--- src/rtl/acc_cmem_responder_if.sv ---
// Request-type package and the cmem request/response channel between the
// accelerator adapter (master) and the core-side responder (slave).
package acc_pkg;
    typedef enum logic {
        READ  = 1'b0,
        WRITE = 1'b1
    } mem_req_type_e;
endpackage

interface acc_cmem_responder_if #(
    parameter int ADDR_WIDTH = 32,
    parameter int ID_WIDTH   = 4
);
    logic                      cmem_q_valid;
    logic                      cmem_q_ready;
    acc_pkg::mem_req_type_e    cmem_q_req_type;
    logic [ADDR_WIDTH-1:0]     cmem_q_addr;
    logic [31:0]               cmem_q_wdata;
    logic [1:0]                cmem_q_size;
    logic                      cmem_q_unsigned;
    logic                      cmem_q_mode;
    logic                      cmem_q_spec;
    logic                      cmem_q_endoftransaction;
    logic [ID_WIDTH-1:0]       cmem_q_id;
    logic                      cmem_p_valid;
    logic                      cmem_p_ready;
    logic [31:0]               cmem_p_rdata;
    logic                      cmem_p_status;
    logic [ID_WIDTH-1:0]       cmem_p_id;

    modport master (
        output cmem_q_valid, cmem_q_req_type, cmem_q_addr, cmem_q_wdata, cmem_q_size,
               cmem_q_unsigned, cmem_q_mode, cmem_q_spec, cmem_q_endoftransaction,
               cmem_q_id, cmem_p_ready,
        input  cmem_q_ready, cmem_p_valid, cmem_p_rdata, cmem_p_status, cmem_p_id
    );

    modport slave (
        input  cmem_q_valid, cmem_q_req_type, cmem_q_addr, cmem_q_wdata, cmem_q_size,
               cmem_q_unsigned, cmem_q_mode, cmem_q_spec, cmem_q_endoftransaction,
               cmem_q_id, cmem_p_ready,
        output cmem_q_ready, cmem_p_valid, cmem_p_rdata, cmem_p_status, cmem_p_id
    );
endinterface

--- src/rtl/acc_cmem_responder.sv ---
// Executes single-beat cmem load/store requests on the core OBI data port.
// Optional macro CMEM_MISALIGN_CHECK_EN rejects misaligned half/word accesses.
module acc_cmem_responder #(
    parameter int ADDR_WIDTH = 32,
    parameter int ID_WIDTH   = 4
) (
    input  logic                  clk_i,
    input  logic                  rst_i,
    acc_cmem_responder_if.slave   cmem,
    output logic                  data_req_o,
    input  logic                  data_gnt_i,
    output logic [ADDR_WIDTH-1:0] data_addr_o,
    output logic                  data_we_o,
    output logic [3:0]            data_be_o,
    output logic [31:0]           data_wdata_o,
    input  logic                  data_rvalid_i,
    input  logic [31:0]           data_rdata_i,
    input  logic                  data_err_i,
    output logic                  busy_o
);
    localparam logic [1:0] IDLE = 2'd0;
    localparam logic [1:0] REQ  = 2'd1;
    localparam logic [1:0] WAIT = 2'd2;
    localparam logic [1:0] RSP  = 2'd3;

    logic [1:0]            state_q;
    logic                  we_q;
    logic                  unsigned_q;
    logic                  status_q;
    logic [ADDR_WIDTH-1:0] addr_q;
    logic [31:0]           wdata_q;
    logic [31:0]           rdata_q;
    logic [1:0]            size_q;
    logic [ID_WIDTH-1:0]   id_q;

    logic        q_hs;
    logic        bad_req;
    logic        in_req;
    logic [1:0]  offset;
    logic [31:0] lane;
    logic [31:0] load_val;
    logic [3:0]  be;
    logic [31:0] wdata_rep;
    logic        unused_eot;

    assign unused_eot = cmem.cmem_q_endoftransaction;
    assign offset     = addr_q[1:0];
    assign q_hs       = cmem.cmem_q_valid && cmem.cmem_q_ready;
    assign in_req     = (state_q == REQ) && !rst_i;

    // Requests that complete without touching the bus with an error status.
    always_comb begin
        // NOTE: every always_comb output gets a default first so no path infers a latch.
        bad_req = cmem.cmem_q_spec || (cmem.cmem_q_size == 2'b11);
`ifdef CMEM_MISALIGN_CHECK_EN
        if ((cmem.cmem_q_size == 2'b01 && cmem.cmem_q_addr[0]) ||
            (cmem.cmem_q_size == 2'b10 && cmem.cmem_q_addr[1:0] != 2'b00)) begin
            bad_req = 1'b1;
        end
`endif
    end

    always_comb begin
        lane = data_rdata_i >> {offset, 3'b000};
        case (size_q)
            2'b00:   load_val = {{24{~unsigned_q & lane[7]}}, lane[7:0]};
            2'b01:   load_val = {{16{~unsigned_q & lane[15]}}, lane[15:0]};
            default: load_val = lane;
        endcase
    end

    always_comb begin
        case (size_q)
            2'b00: begin
                be        = 4'b0001 << offset;
                wdata_rep = {4{wdata_q[7:0]}};
            end
            2'b01: begin
                be        = 4'b0011 << offset;
                wdata_rep = {2{wdata_q[15:0]}};
            end
            default: begin
                be        = 4'b1111;
                wdata_rep = wdata_q;
            end
        endcase
    end

    assign data_req_o   = in_req;
    assign data_addr_o  = in_req ? {addr_q[ADDR_WIDTH-1:2], 2'b00} : '0;
    assign data_we_o    = in_req && we_q;
    assign data_be_o    = in_req ? be : 4'b0000;
    assign data_wdata_o = in_req ? wdata_rep : 32'h0;

    assign cmem.cmem_q_ready  = (state_q == IDLE) && !rst_i;
    assign cmem.cmem_p_valid  = (state_q == RSP) && !rst_i;
    assign cmem.cmem_p_rdata  = rdata_q;
    assign cmem.cmem_p_status = status_q;
    assign cmem.cmem_p_id     = id_q;
    assign busy_o             = (state_q != IDLE) && !rst_i;

    // NOTE: non-blocking assignments so every register samples pre-edge values.
    always_ff @(posedge clk_i) begin
        if (rst_i) begin
            state_q    <= IDLE;
            we_q       <= 1'b0;
            unsigned_q <= 1'b0;
            status_q   <= 1'b0;
            addr_q     <= '0;
            wdata_q    <= '0;
            rdata_q    <= '0;
            size_q     <= '0;
            id_q       <= '0;
        end else begin
            case (state_q)
                IDLE: begin
                    if (q_hs) begin
                        we_q       <= (cmem.cmem_q_req_type == acc_pkg::WRITE);
                        addr_q     <= cmem.cmem_q_addr;
                        wdata_q    <= cmem.cmem_q_wdata;
                        size_q     <= cmem.cmem_q_size;
                        unsigned_q <= cmem.cmem_q_unsigned;
                        id_q       <= cmem.cmem_q_id;
                        rdata_q    <= '0;
                        status_q   <= 1'b0;
                        if (cmem.cmem_q_mode) begin
                            state_q <= RSP;
                        end else if (bad_req) begin
                            status_q <= 1'b1;
                            state_q  <= RSP;
                        end else begin
                            state_q <= REQ;
                        end
                    end
                end
                REQ: begin
                    if (data_gnt_i) state_q <= WAIT;
                end
                WAIT: begin
                    if (data_rvalid_i) begin
                        state_q  <= RSP;
                        status_q <= data_err_i;
                        rdata_q  <= (data_err_i || we_q) ? 32'h0 : load_val;
                    end
                end
                RSP: begin
                    if (cmem.cmem_p_ready) state_q <= IDLE;
                end
                default: state_q <= IDLE;
            endcase
        end
    end
endmodule

--- src/flat_wrapper.sv ---
// flat-port wrapper written by rule: the top's interface ports become plain ports
module acc_cmem_responder_flat 
#(
    parameter int ADDR_WIDTH = 32,
    parameter int ID_WIDTH   = 4
)
  (clk_i, rst_i, data_req_o, data_gnt_i, data_addr_o, data_we_o, data_be_o, data_wdata_o, data_rvalid_i, data_rdata_i, data_err_i, busy_o, cmem_cmem_q_valid, cmem_cmem_q_req_type, cmem_cmem_q_addr, cmem_cmem_q_wdata, cmem_cmem_q_size, cmem_cmem_q_unsigned, cmem_cmem_q_mode, cmem_cmem_q_spec, cmem_cmem_q_endoftransaction, cmem_cmem_q_id, cmem_cmem_p_ready, cmem_cmem_q_ready, cmem_cmem_p_valid, cmem_cmem_p_rdata, cmem_cmem_p_status, cmem_cmem_p_id);
  acc_cmem_responder_if #(.ADDR_WIDTH(ADDR_WIDTH), .ID_WIDTH(ID_WIDTH)) cmem_i ();
  input  logic clk_i;
  input  logic rst_i;
  output logic data_req_o;
  input  logic data_gnt_i;
  output logic [ADDR_WIDTH-1:0] data_addr_o;
  output logic data_we_o;
  output logic [3:0] data_be_o;
  output logic [31:0] data_wdata_o;
  input  logic data_rvalid_i;
  input  logic [31:0] data_rdata_i;
  input  logic data_err_i;
  output logic busy_o;
  input wire logic [$bits(cmem_i.cmem_q_valid)-1:0] cmem_cmem_q_valid;
  input wire logic [$bits(cmem_i.cmem_q_req_type)-1:0] cmem_cmem_q_req_type;
  input wire logic [$bits(cmem_i.cmem_q_addr)-1:0] cmem_cmem_q_addr;
  input wire logic [$bits(cmem_i.cmem_q_wdata)-1:0] cmem_cmem_q_wdata;
  input wire logic [$bits(cmem_i.cmem_q_size)-1:0] cmem_cmem_q_size;
  input wire logic [$bits(cmem_i.cmem_q_unsigned)-1:0] cmem_cmem_q_unsigned;
  input wire logic [$bits(cmem_i.cmem_q_mode)-1:0] cmem_cmem_q_mode;
  input wire logic [$bits(cmem_i.cmem_q_spec)-1:0] cmem_cmem_q_spec;
  input wire logic [$bits(cmem_i.cmem_q_endoftransaction)-1:0] cmem_cmem_q_endoftransaction;
  input wire logic [$bits(cmem_i.cmem_q_id)-1:0] cmem_cmem_q_id;
  input wire logic [$bits(cmem_i.cmem_p_ready)-1:0] cmem_cmem_p_ready;
  output wire logic [$bits(cmem_i.cmem_q_ready)-1:0] cmem_cmem_q_ready;
  output wire logic [$bits(cmem_i.cmem_p_valid)-1:0] cmem_cmem_p_valid;
  output wire logic [$bits(cmem_i.cmem_p_rdata)-1:0] cmem_cmem_p_rdata;
  output wire logic [$bits(cmem_i.cmem_p_status)-1:0] cmem_cmem_p_status;
  output wire logic [$bits(cmem_i.cmem_p_id)-1:0] cmem_cmem_p_id;
  assign cmem_i.cmem_q_valid = cmem_cmem_q_valid;
  assign cmem_i.cmem_q_req_type = cmem_cmem_q_req_type;
  assign cmem_i.cmem_q_addr = cmem_cmem_q_addr;
  assign cmem_i.cmem_q_wdata = cmem_cmem_q_wdata;
  assign cmem_i.cmem_q_size = cmem_cmem_q_size;
  assign cmem_i.cmem_q_unsigned = cmem_cmem_q_unsigned;
  assign cmem_i.cmem_q_mode = cmem_cmem_q_mode;
  assign cmem_i.cmem_q_spec = cmem_cmem_q_spec;
  assign cmem_i.cmem_q_endoftransaction = cmem_cmem_q_endoftransaction;
  assign cmem_i.cmem_q_id = cmem_cmem_q_id;
  assign cmem_i.cmem_p_ready = cmem_cmem_p_ready;
  assign cmem_cmem_q_ready = cmem_i.cmem_q_ready;
  assign cmem_cmem_p_valid = cmem_i.cmem_p_valid;
  assign cmem_cmem_p_rdata = cmem_i.cmem_p_rdata;
  assign cmem_cmem_p_status = cmem_i.cmem_p_status;
  assign cmem_cmem_p_id = cmem_i.cmem_p_id;
  acc_cmem_responder #(.ADDR_WIDTH(ADDR_WIDTH), .ID_WIDTH(ID_WIDTH)) u_core (.clk_i(clk_i), .rst_i(rst_i), .cmem(cmem_i), .data_req_o(data_req_o), .data_gnt_i(data_gnt_i), .data_addr_o(data_addr_o), .data_we_o(data_we_o), .data_be_o(data_be_o), .data_wdata_o(data_wdata_o), .data_rvalid_i(data_rvalid_i), .data_rdata_i(data_rdata_i), .data_err_i(data_err_i), .busy_o(busy_o));
endmodule
--- config.mk ---
export PLATFORM = sky130hd
export DESIGN_NAME = acc_cmem_responder_flat
export DESIGN_NICKNAME = d
export VERILOG_FILES = /design/src/rtl/acc_cmem_responder_if.sv /design/src/rtl/acc_cmem_responder.sv /design/src/flat_wrapper.sv
export SDC_FILE = /design/constraint.sdc
export NUM_CORES = 1
export LEC_CHECK = 0
export BUFFER_PORTS_ARGS = -buffer_cell sky130_fd_sc_hd__buf_2
export CAP_MARGIN = 20
export CORE_MARGIN = 8
export CORE_UTILIZATION = 40
export DETAILED_ROUTE_END_ITERATION = 16
export PLACE_DENSITY_LB_ADDON = 0.2
export SLEW_MARGIN = 20
export SYNTH_ARGS = -nofsm -noshare
export SYNTH_HDL_FRONTEND = slang
export SYNTH_SLANG_ARGS = --single-unit
--- constraint.sdc ---
create_clock -name clk_i -period 2.7 [get_ports clk_i]
set_clock_uncertainty 0.15 [all_clocks]
set_input_delay 0.135 -clock clk_i [delete_from_list [all_inputs] [get_ports clk_i]]
set_output_delay 0.135 -clock clk_i [all_outputs]
set_load 0.01 [all_outputs]
# [After elaboration in Yosys (flattened, before gate mapping)]
# Cells that the tools add are included.
[totals] ram_bits=0 ff_bits=107 latch_bits=0 word_cells=62 mem_count=0 inputBits=114 rom_bits=0 output_inout_bits=110
[op_classes] shift=3 n_reduce_logical=16 n_addsub=0 bitwise=3 muxes=22 mul=0 n_lt_le_gt_ge=0 n_eq_ne=9 div=0
[ops] cell="$pmux 32 s2" count=3
[ops] cell="$mux 32" count=5
[ops] cell="$shr 32x5->32" count=1
[ops] cell="$mux 2" count=6
[ops] cell="$pmux 2 s4" count=1
[ops] cell="$pmux 4 s2" count=1
[ops] cell="$eq 2x2->1 const B" count=3
[ops] cell="$logic_and 1x1->1" count=6
[ops] cell="$ne 2x2->1 const B" count=3
[ops] cell="$eq 2x1->1 const B" count=2
[ops] cell="$logic_not 2->1" count=2
[ops] cell="$mux 1" count=4
[ops] cell="$mux 4" count=1
[ops] cell="$reduce_and 4->1" count=1
[ops] cell="$reduce_bool 2->1" count=2
[ops] cell="$shl 1x2->4 const A" count=1
[ops] cell="$shl 2x2->4 const A" count=1
[ops] cell="$reduce_and 3->1" count=1
[ops] cell="$and 1x1->1" count=2
[ops] cell="$logic_or 1x1->1" count=2
[ops] cell="$ne 2x1->1 const B" count=1
[ops] cell="$pmux 1 s2" count=1
[ops] cell="$reduce_and 2->1" count=1
[ops] cell="$logic_not 1->1" count=1
[ops] cell="$not 1->1" count=1

# [Depth between registers and ports, before layout]
# Gate-level depths: netlist (run 1).
[depth] word_depth=6 mapped_depth=10 ltp_nobuf=6

# [Worst setup path before layout (run 1)]
# Ideal clock, no wire load.
[synth_path] kind="register -> register" from="register u_core.state_q[0]" to="register u_core.rdata_q[20] (netlist: u_core.cmem.cmem_p_rdata[20])" setup_time_ns=0.058 setup_slack_ns=0.522 t_required_ns=2.492 stages_incl_launch_ff=9 path_buffers=2 period_less_slack_ns=2.178 arrival_time_ns=1.969 cell_sequence="dfxtp_1 -> inv_1 -> ha_1 -> buf_6 -> nor2b_4 -> or3_4 -> a2111oi_4 -> buf_6 -> a221o_2"
[synth_via] elab_chain_len=5 word_cells_on_any_way=9 cone_classes="3 x eq/ne; 1 x mux; 5 x reduce/logical"
[synth_rtl] item="from (decl)" line="acc_cmem_responder.sv:26" text="logic [1:0] state_q;"
[synth_rtl] item="from (signal assigned)" line="acc_cmem_responder.sv:105" text="state_q <= IDLE;"
[synth_rtl] item="from (signal assigned)" line="acc_cmem_responder.sv:127" text="state_q <= RSP;"
[synth_rtl] item="from (signal assigned)" line="acc_cmem_responder.sv:130" text="state_q <= RSP;"
[synth_rtl] item="$logic_not 2->1" line="acc_cmem_responder.sv:95, acc_cmem_responder.sv:115"
[synth_rtl] item="$logic_and 1x1->1" line="acc_cmem_responder.sv:95" text="assign cmem.cmem_q_ready = (state_q == IDLE) && !rst_i;"
[synth_rtl] item="$logic_and 1x1->1" line="acc_cmem_responder.sv:48" text="assign q_hs = cmem.cmem_q_valid && cmem.cmem_q_ready;"
[synth_rtl] item="$ne 2x1->1 (no line)"
[synth_rtl] item="$reduce_and 3->1 (no line)"
[synth_rtl] item="to (signal assigned)" line="acc_cmem_responder.sv:143" text="rdata_q <= (data_err_i || we_q) ? 32'h0 : load_val;"
[synth_rtl] item="to (decl)" line="acc_cmem_responder.sv:32" text="logic [31:0] rdata_q;"
# Parallel ways exist; a longest one is shown, timed or not.
# A chain may end at the register's enable or synchronous reset.

# [Worst setup path after layout (run 1)]
[layout_path] from="register u_core.state_q[0]" to="register u_core.rdata_q[17] (netlist: u_core.cmem.cmem_p_rdata[17])"
# Same word-level chain as after synthesis.

==> metrics.cfg, run 1 <==
[clock_tree]
htreeDepth = 3
clock_latency_ns = 0.35
cts_resized = 0
cts_setup_buffers = 0
cts_tree = done
clk_pin_slew_worst_paths_ns = 0.07
cts_sinks = 107
clockRootBuffer = clkbuf_16
cts.hold.buffers_added = 88
cts_buffer_depth = 2
cts_made_buffers = 9

[floorplanning]
initial_core_util = 0.4059
die_w_um = 131.2
die_h_um = 131.2
dieArea_sq_um = 17220
ios = 224
fp-row-count = 42
fp.coreArea_sq_um = 13090

[power]
total_power_mw = 5.000
power_switching_share = 0.3470
max-vdd-ir-drop_mv = 0.4124
p_switching_mw = 1.735
p_leak_nw = 3.385
p_int_mw = 3.265
combPwrFrac = 0.324
seqPwrFrac = 0.405
p_per_area_nw_per_um2 = 647.5
power_frac_clock = 0.271

[grt]
grt_max_degree = 65
antenna_found_initial = 3
grt_util_all_layers = 0.2039
grt_pass1_wl_um = 28950
grt_pass1_vias = 5764
overflow = 0

[place]
dp_cells = 983
place_ws_ns = 0.2989
dp_hpwl_um = 12760
place.gp.congestion = 0.8414
io_buffers = 220

[synth]
synthCells = 624
synth_compound_area_frac = 0.1739
synthTopCellsByArea = dfxtp_1 (40%), nand2b_1 (8.7%), o21ai_0 (6.8%), nand2_1 (6.2%), and2_1 (4.7%)
synth_commonest_cells = dfxtp_1 (107), nand2_1 (88), nand2b_1 (74), o21ai_0 (72), nor2_1 (49)
avgSynthCellArea_sq_um = 8.512
synth_top_area_share = 0.4033
synthXorXnorAreaFrac = 0.001649
ys.flop_type = dfxtp_1
synth_top_family_by_area = simple AND/OR/NAND/NOR gates
ys_seq_area_frac = 0.4033
syn_area_sq_um = 5311
yosys_warnings = 0
synth_mux_area_frac = 0.1020
yosys.area_share.adder = 0.009423
synthArstFlopShare = 0
synth_edf_count = 0
yosys.area_share.simple = 0.2591
yosysTopAreaCell = dfxtp_1
yosys.cell_count.top_type = dfxtp_1
synth_seq_cells = 107
ys_types = 41

[sta]
fmax_ghz = 0.4096
finalCritPeriodShare = 0.9041
worst_slew_pin_slew_ns = 0.7635
min_period_ns = 2.441
tns_ns = 0
slew_headroom = 0.4899
rsz0062_at_grt = no
setup_viol = 0
layout_setup_ws_ns = 0.2588
hold_viol = 0
maxSlewViolCount = 0

[worst_setup_path]
cpPeakStageDelay_ns = 0.46
reg2reg_depth = 7
end_kind = register
criticalPathCategory = reg -> reg
cp_max_fo = 16
start_kind = register
worstPathCellList = inv_1, ha_1, nor2b_4, or3_4, a2111oi_4, buf_4, a221o_1
cp_slowest_cell = or3_4
cp.required_ns = 2.85
arrival_ns = 2.59

[cells_and_area]
fin_util = 0.5901
drive_above_1_share = 0.3205
syn2layout_area_growth_pct = 45.37
final_net_count = 1024
finalNonFillerCells = 1090

[route]
routed_via_density = 5.044
postRouteAntennaNets = 0
vias = 5498
postRouteWirelength_um = 18150
initialDrtViolationCount = 365
drc = 0
routedWlPerCell_um = 16.65
drt_first_pass_iters = 5

[hold_path]
holdPathStages = 3
hold_path_class = in -> reg

[run_status]
outcome = finished clean

[job]
max_cap_violations = 0

cells in the final DEF (no fill, tap or decap), types with 6 or more instances in the layout:
| cell type | synthesis | routed |
|---|---|---|
| mux2_2 | 17 | 17 |
| dlygate4sd3_1 | 0 | 88 |
| mux2i_1 | 17 | 17 |
| o21ai_0 | 72 | 72 |
| clkbuf_16 | 0 | 9 |
| o2bb2ai_1 | 8 | 8 |
| dfxtp_1 | 107 | 107 |
| a221o_1 | 6 | 6 |
| a221oi_1 | 8 | 8 |
| a221o_2 | 10 | 10 |
| buf_2 | 8 | 220 |
| buf_4 | 2 | 13 |
| and2_1 | 40 | 39 |
| mux4_2 | 8 | 8 |
| nand2_1 | 88 | 88 |
| a22oi_1 | 9 | 9 |
| nand2b_1 | 74 | 74 |
| a21oi_1 | 22 | 22 |
| nor2_1 | 49 | 49 |
power by group through the flow:
stage               Combinational (mW)  Sequential (mW)  Clock (mW)
finish                            1.62             2.02        1.36
global placement                  1.47             2.04           0
CTS                               1.62             2.02        1.38
detailed placement                1.51             2.05           0
global route                      1.79             2.05        1.46
floorplan                         1.10             1.99           0
registers in the layout, indices dropped and copies added (netlist names):
signal,count
u_core.unsigned_q,1
u_core.cmem.cmem_p_rdata,32
u_core.cmem.cmem_p_id,4
u_core.wdata_q,32
u_core.size_q,2
u_core.cmem.cmem_p_status,1
u_core.we_q,1
u_core.addr_q,32
u_core.state_q,2
kinds of logic after synthesis:
| logic type | after synthesis |
|---|---|
| muxes | 42 |
| DFF | 107 |
| adders and majority gates | 4 |
| buffers and inverters | 58 |
| and+or+nand+nor | 269 |
| other | 1 |
| xor gates and xnor gates | 1 |
| AOI/OAI and AO/OA | 142 |
layout make-up:
type	instances	area [sq um]
clock buffers	10	229.0
clock inverters	6	73.82
diodes	3	7.507
repair buffers	323	2120
well taps	176	220.2
flip-flops and latches	107	2142
multi-input cells	460	2910
fillers	1173	5364
inverters	5	18.77
layer usage:
metal  vias up  part of all wire  global-route usage
li1       2695                 -                   -
met1      2556              0.43              0.2319
met2       207              0.48              0.3463
met3        40             0.064             0.05983
met4         0             0.030             0.09296
met5         -                 0                   0
worst max-delay path: cells and delay by family, from the launching register on:
| family | cells | cell delay [ns] |
|---|---|---|
| DFF | 1 | 0.40 |
| and+or+nand+nor | 2 | 0.64 |
| adders and majority gates | 1 | 0.33 |
| buffers and inverters | 2 | 0.37 |
| AOI/OAI and AO/OA | 2 | 0.50 |
final timing paths:
path | from | to | slack (ns)
worst max-delay path | u_core.state_q[0]$_SDFFE_PP0P_ | u_core.cmem.cmem_p_rdata[17]$_SDFFE_PP0P_ | 0.26
worst min-delay path | data_err_i | u_core.cmem.cmem_p_status$_SDFFE_PP0P_ | 0.008
worst max register to register | u_core.state_q[0]$_SDFFE_PP0P_ | u_core.cmem.cmem_p_rdata[17]$_SDFFE_PP0P_ | 0.26
worst min register to register | u_core.cmem.cmem_p_rdata[11]$_SDFFE_PP0P_ | u_core.cmem.cmem_p_rdata[11]$_SDFFE_PP0P_ | 0.32
stage by stage:
step / hold slack, ns / area [sq um]
after CTS: 0.002865 / 7714
final: 0.007643 / 7721
after global routing: 0.01357 / 7721
after detailed placement: 0.1839 / 6530
after floorplan: 0.09348 / 5315
after global placement: 0.1781 / 6530
(Power assumes the default switching activity.)
==> run 2, diff against run 1 <==
--- a/config.mk
+++ b/config.mk
@@ -5,10 +5,11 @@
 export SDC_FILE = /design/constraint.sdc
 export NUM_CORES = 1
 export LEC_CHECK = 0
+export ABC_CLOCK_PERIOD_IN_PS = 2200
 export BUFFER_PORTS_ARGS = -buffer_cell sky130_fd_sc_hd__buf_2
 export CAP_MARGIN = 20
 export CORE_MARGIN = 8
-export CORE_UTILIZATION = 40
+export CORE_UTILIZATION = 41
 export DETAILED_ROUTE_END_ITERATION = 16
 export PLACE_DENSITY_LB_ADDON = 0.2
 export SLEW_MARGIN = 20
==> constraint.sdc (replaced) <==
create_clock -name clk_i -period 2.2 [get_ports clk_i]
set_clock_uncertainty 0.15 [all_clocks]
set_input_delay 0.11 -clock clk_i [delete_from_list [all_inputs] [get_ports clk_i]]
set_output_delay 0.11 -clock clk_i [all_outputs]
set_load 0.01 [all_outputs]
==> run 2 against run 1 <==
  * Clock power grew 29%
  * Power grew 30%
  * Die area shrank 2.1%
  * Routed wire length grew 0.90%
  * Sequential power grew 23%
  * Critical path depth grew 1
  * Combinational power grew 40%
==> metrics.cfg, run 2 (synthesized netlist as in run 1, its figures left out) <==
[power]
seqPwrFrac = 0.381
power_frac_clock = 0.271
combPwrFrac = 0.348
power_switching_share = 0.3373
p_switching_mw = 2.194
p_int_mw = 4.311
p_per_area_nw_per_um2 = 819.3
p_leak_nw = 3.480
max-vdd-ir-drop_mv = 0.3835

[worst_setup_path]
worstPathCellList = inv_2, ha_4, buf_6, nor2b_4, or3_4, a2111oi_4, buf_6, a221o_1
cp_max_fo = 8
crit_top_cell = buf_6
cpPeakStageDelay_ns = 0.38
cp.required_ns = 2.34
start_kind = register
arrival_ns = 2.25
cp_slowest_cell = or3_4
end_kind = register
criticalPathCategory = reg -> reg

[cells_and_area]
syn2layout_area_growth_pct = 49.49
final_net_count = 1038
final_cell_mix = buf_2 (220), dfxtp_1 (105), dlygate4sd3_1 (89), nand2_1 (88), nand2b_1 (74)
fin_util = 0.6292
final_common_cell = buf_2
multi_input_comb_area_sq_um = 2943
fillerInstances = 1079
sequential_cell_area_sq_um = 2147
drive_above_1_share = 0.3384

[sta]
min_period_ns = 2.108
maxSlewViolCount = 0
slew_headroom = 0.5680
timing.hold.ws_ns = 0.04986
worst_slew_pin_slew_ns = 0.6456
finalCritPeriodShare = 0.9582
layout_setup_ws_ns = 0.09193
setup_viol = 0
hold_viol = 0
fmax_ghz = 0.4744
rsz0062_at_grt = no

[clock_tree]
clk_pin_slew_worst_paths_ns = 0.07
cts_sinks = 107
clockRootBuffer = clkbuf_16
htreeDepth = 3
cts_tree = done
clock_latency_ns = 0.35
cts_buffer_depth = 2
cts_made_buffers = 9

[place]
io_buffers = 220
place_ws_ns = -0.2195
dp_hpwl_um = 12760
place.gp.congestion = 0.8996

[route]
postRouteAntennaNets = 0
vias = 5458
routedWlPerCell_um = 16.63
postRouteWirelength_um = 18320
initialDrtViolationCount = 407
drc = 0
routed_via_density = 4.957
drt_first_pass_iters = 5

[grt]
grt_pass1_vias = 5660
overflow = 0
grt_max_degree = 51
grt_pass1_wl_um = 28370
antenna_found_initial = 3
grt_util_all_layers = 0.2127

[floorplanning]
fp-row-count = 41
die_h_um = 129.8
ios = 224
dieArea_sq_um = 16850
fp.coreArea_sq_um = 12620
die_w_um = 129.8
initial_core_util = 0.4209

[run_status]
outcome = finished clean

[hold_path]
hold_path_class = in -> reg

[job]
max_cap_violations = 0

-- run 2: cell type report --
type                    count  area share
well taps                 172     0.02710
diodes                      4    0.001261
clock buffers               9     0.02836
multi-input cells         460      0.3706
clock inverters             7     0.01276
repair buffers            337      0.2871
flip-flops and latches    107      0.2704
inverters                   5    0.002364
-- run 2: power by group through the flow --
stage	clock, mW	sequential [mW]	combinational (mW)
2_1_floorplan	0	2.44	1.34
3_3_place_gp	0	2.50	1.99
3_5_place_dp	0	2.51	2.03
4_1_cts	1.80	2.47	2.19
5_1_grt	1.88	2.52	2.49
6_report	1.76	2.48	2.26
-- run 2: per-stage QoR --
stage	cell area [sq um]	TNS, ns	power, mW	std cells
after floorplan	5315	0	3.784	625
after global placement	6645	-1.044	4.483	990
after detailed placement	6645	-3.620	4.537	990
after CTS	7880	0	6.458	1096
after global routing	7938	0	6.895	1100
final	7940	0	6.506	1101
-- run 2: repair_timing --
item	4_1_cts	5_1_grt
pin swaps	1	3
gates cloned	1	0
resized for setup	5	11
hold buffers	89	0
endpoints found under the hold margin	90	0
setup endpoints to repair	24	22
buffers inserted	0	1
-- run 2: final timing paths --
kind | from | endpoint | slack (ns) | cells past startpoint
worst max-delay path | u_core.state_q[1]$_SDFFE_PP0P_ | u_core.cmem.cmem_p_rdata[30]$_SDFFE_PP0P_ | 0.09 | 8
worst min-delay path | rst_i | u_core.cmem.cmem_p_rdata[2]$_SDFFE_PP0P_ | 0.05 | 3
worst max register to register | u_core.state_q[1]$_SDFFE_PP0P_ | u_core.cmem.cmem_p_rdata[30]$_SDFFE_PP0P_ | 0.09 | 8
worst min register to register | u_core.addr_q[4]$_SDFFE_PP0P_ | u_core.addr_q[4]$_SDFFE_PP0P_ | 0.32 | 2
-- run 2: worst max-delay path, delay by kind of cell, from the launching register on --
kind / cells / cell delay [ns]
flops: 1 / 0.37
buf+inv: 3 / 0.36
compound gates: 2 / 0.49
fa+ha+maj: 1 / 0.17
simple gates: 2 / 0.50
-- run 2: routing by layer --
layer  wire length (um)  global-route usage  part of all wire
met1               7544              0.2494              0.41
met2               9030              0.3599              0.49
met3               1375             0.05141             0.075
met4                364             0.09973             0.020
met5                  0                   0                 0
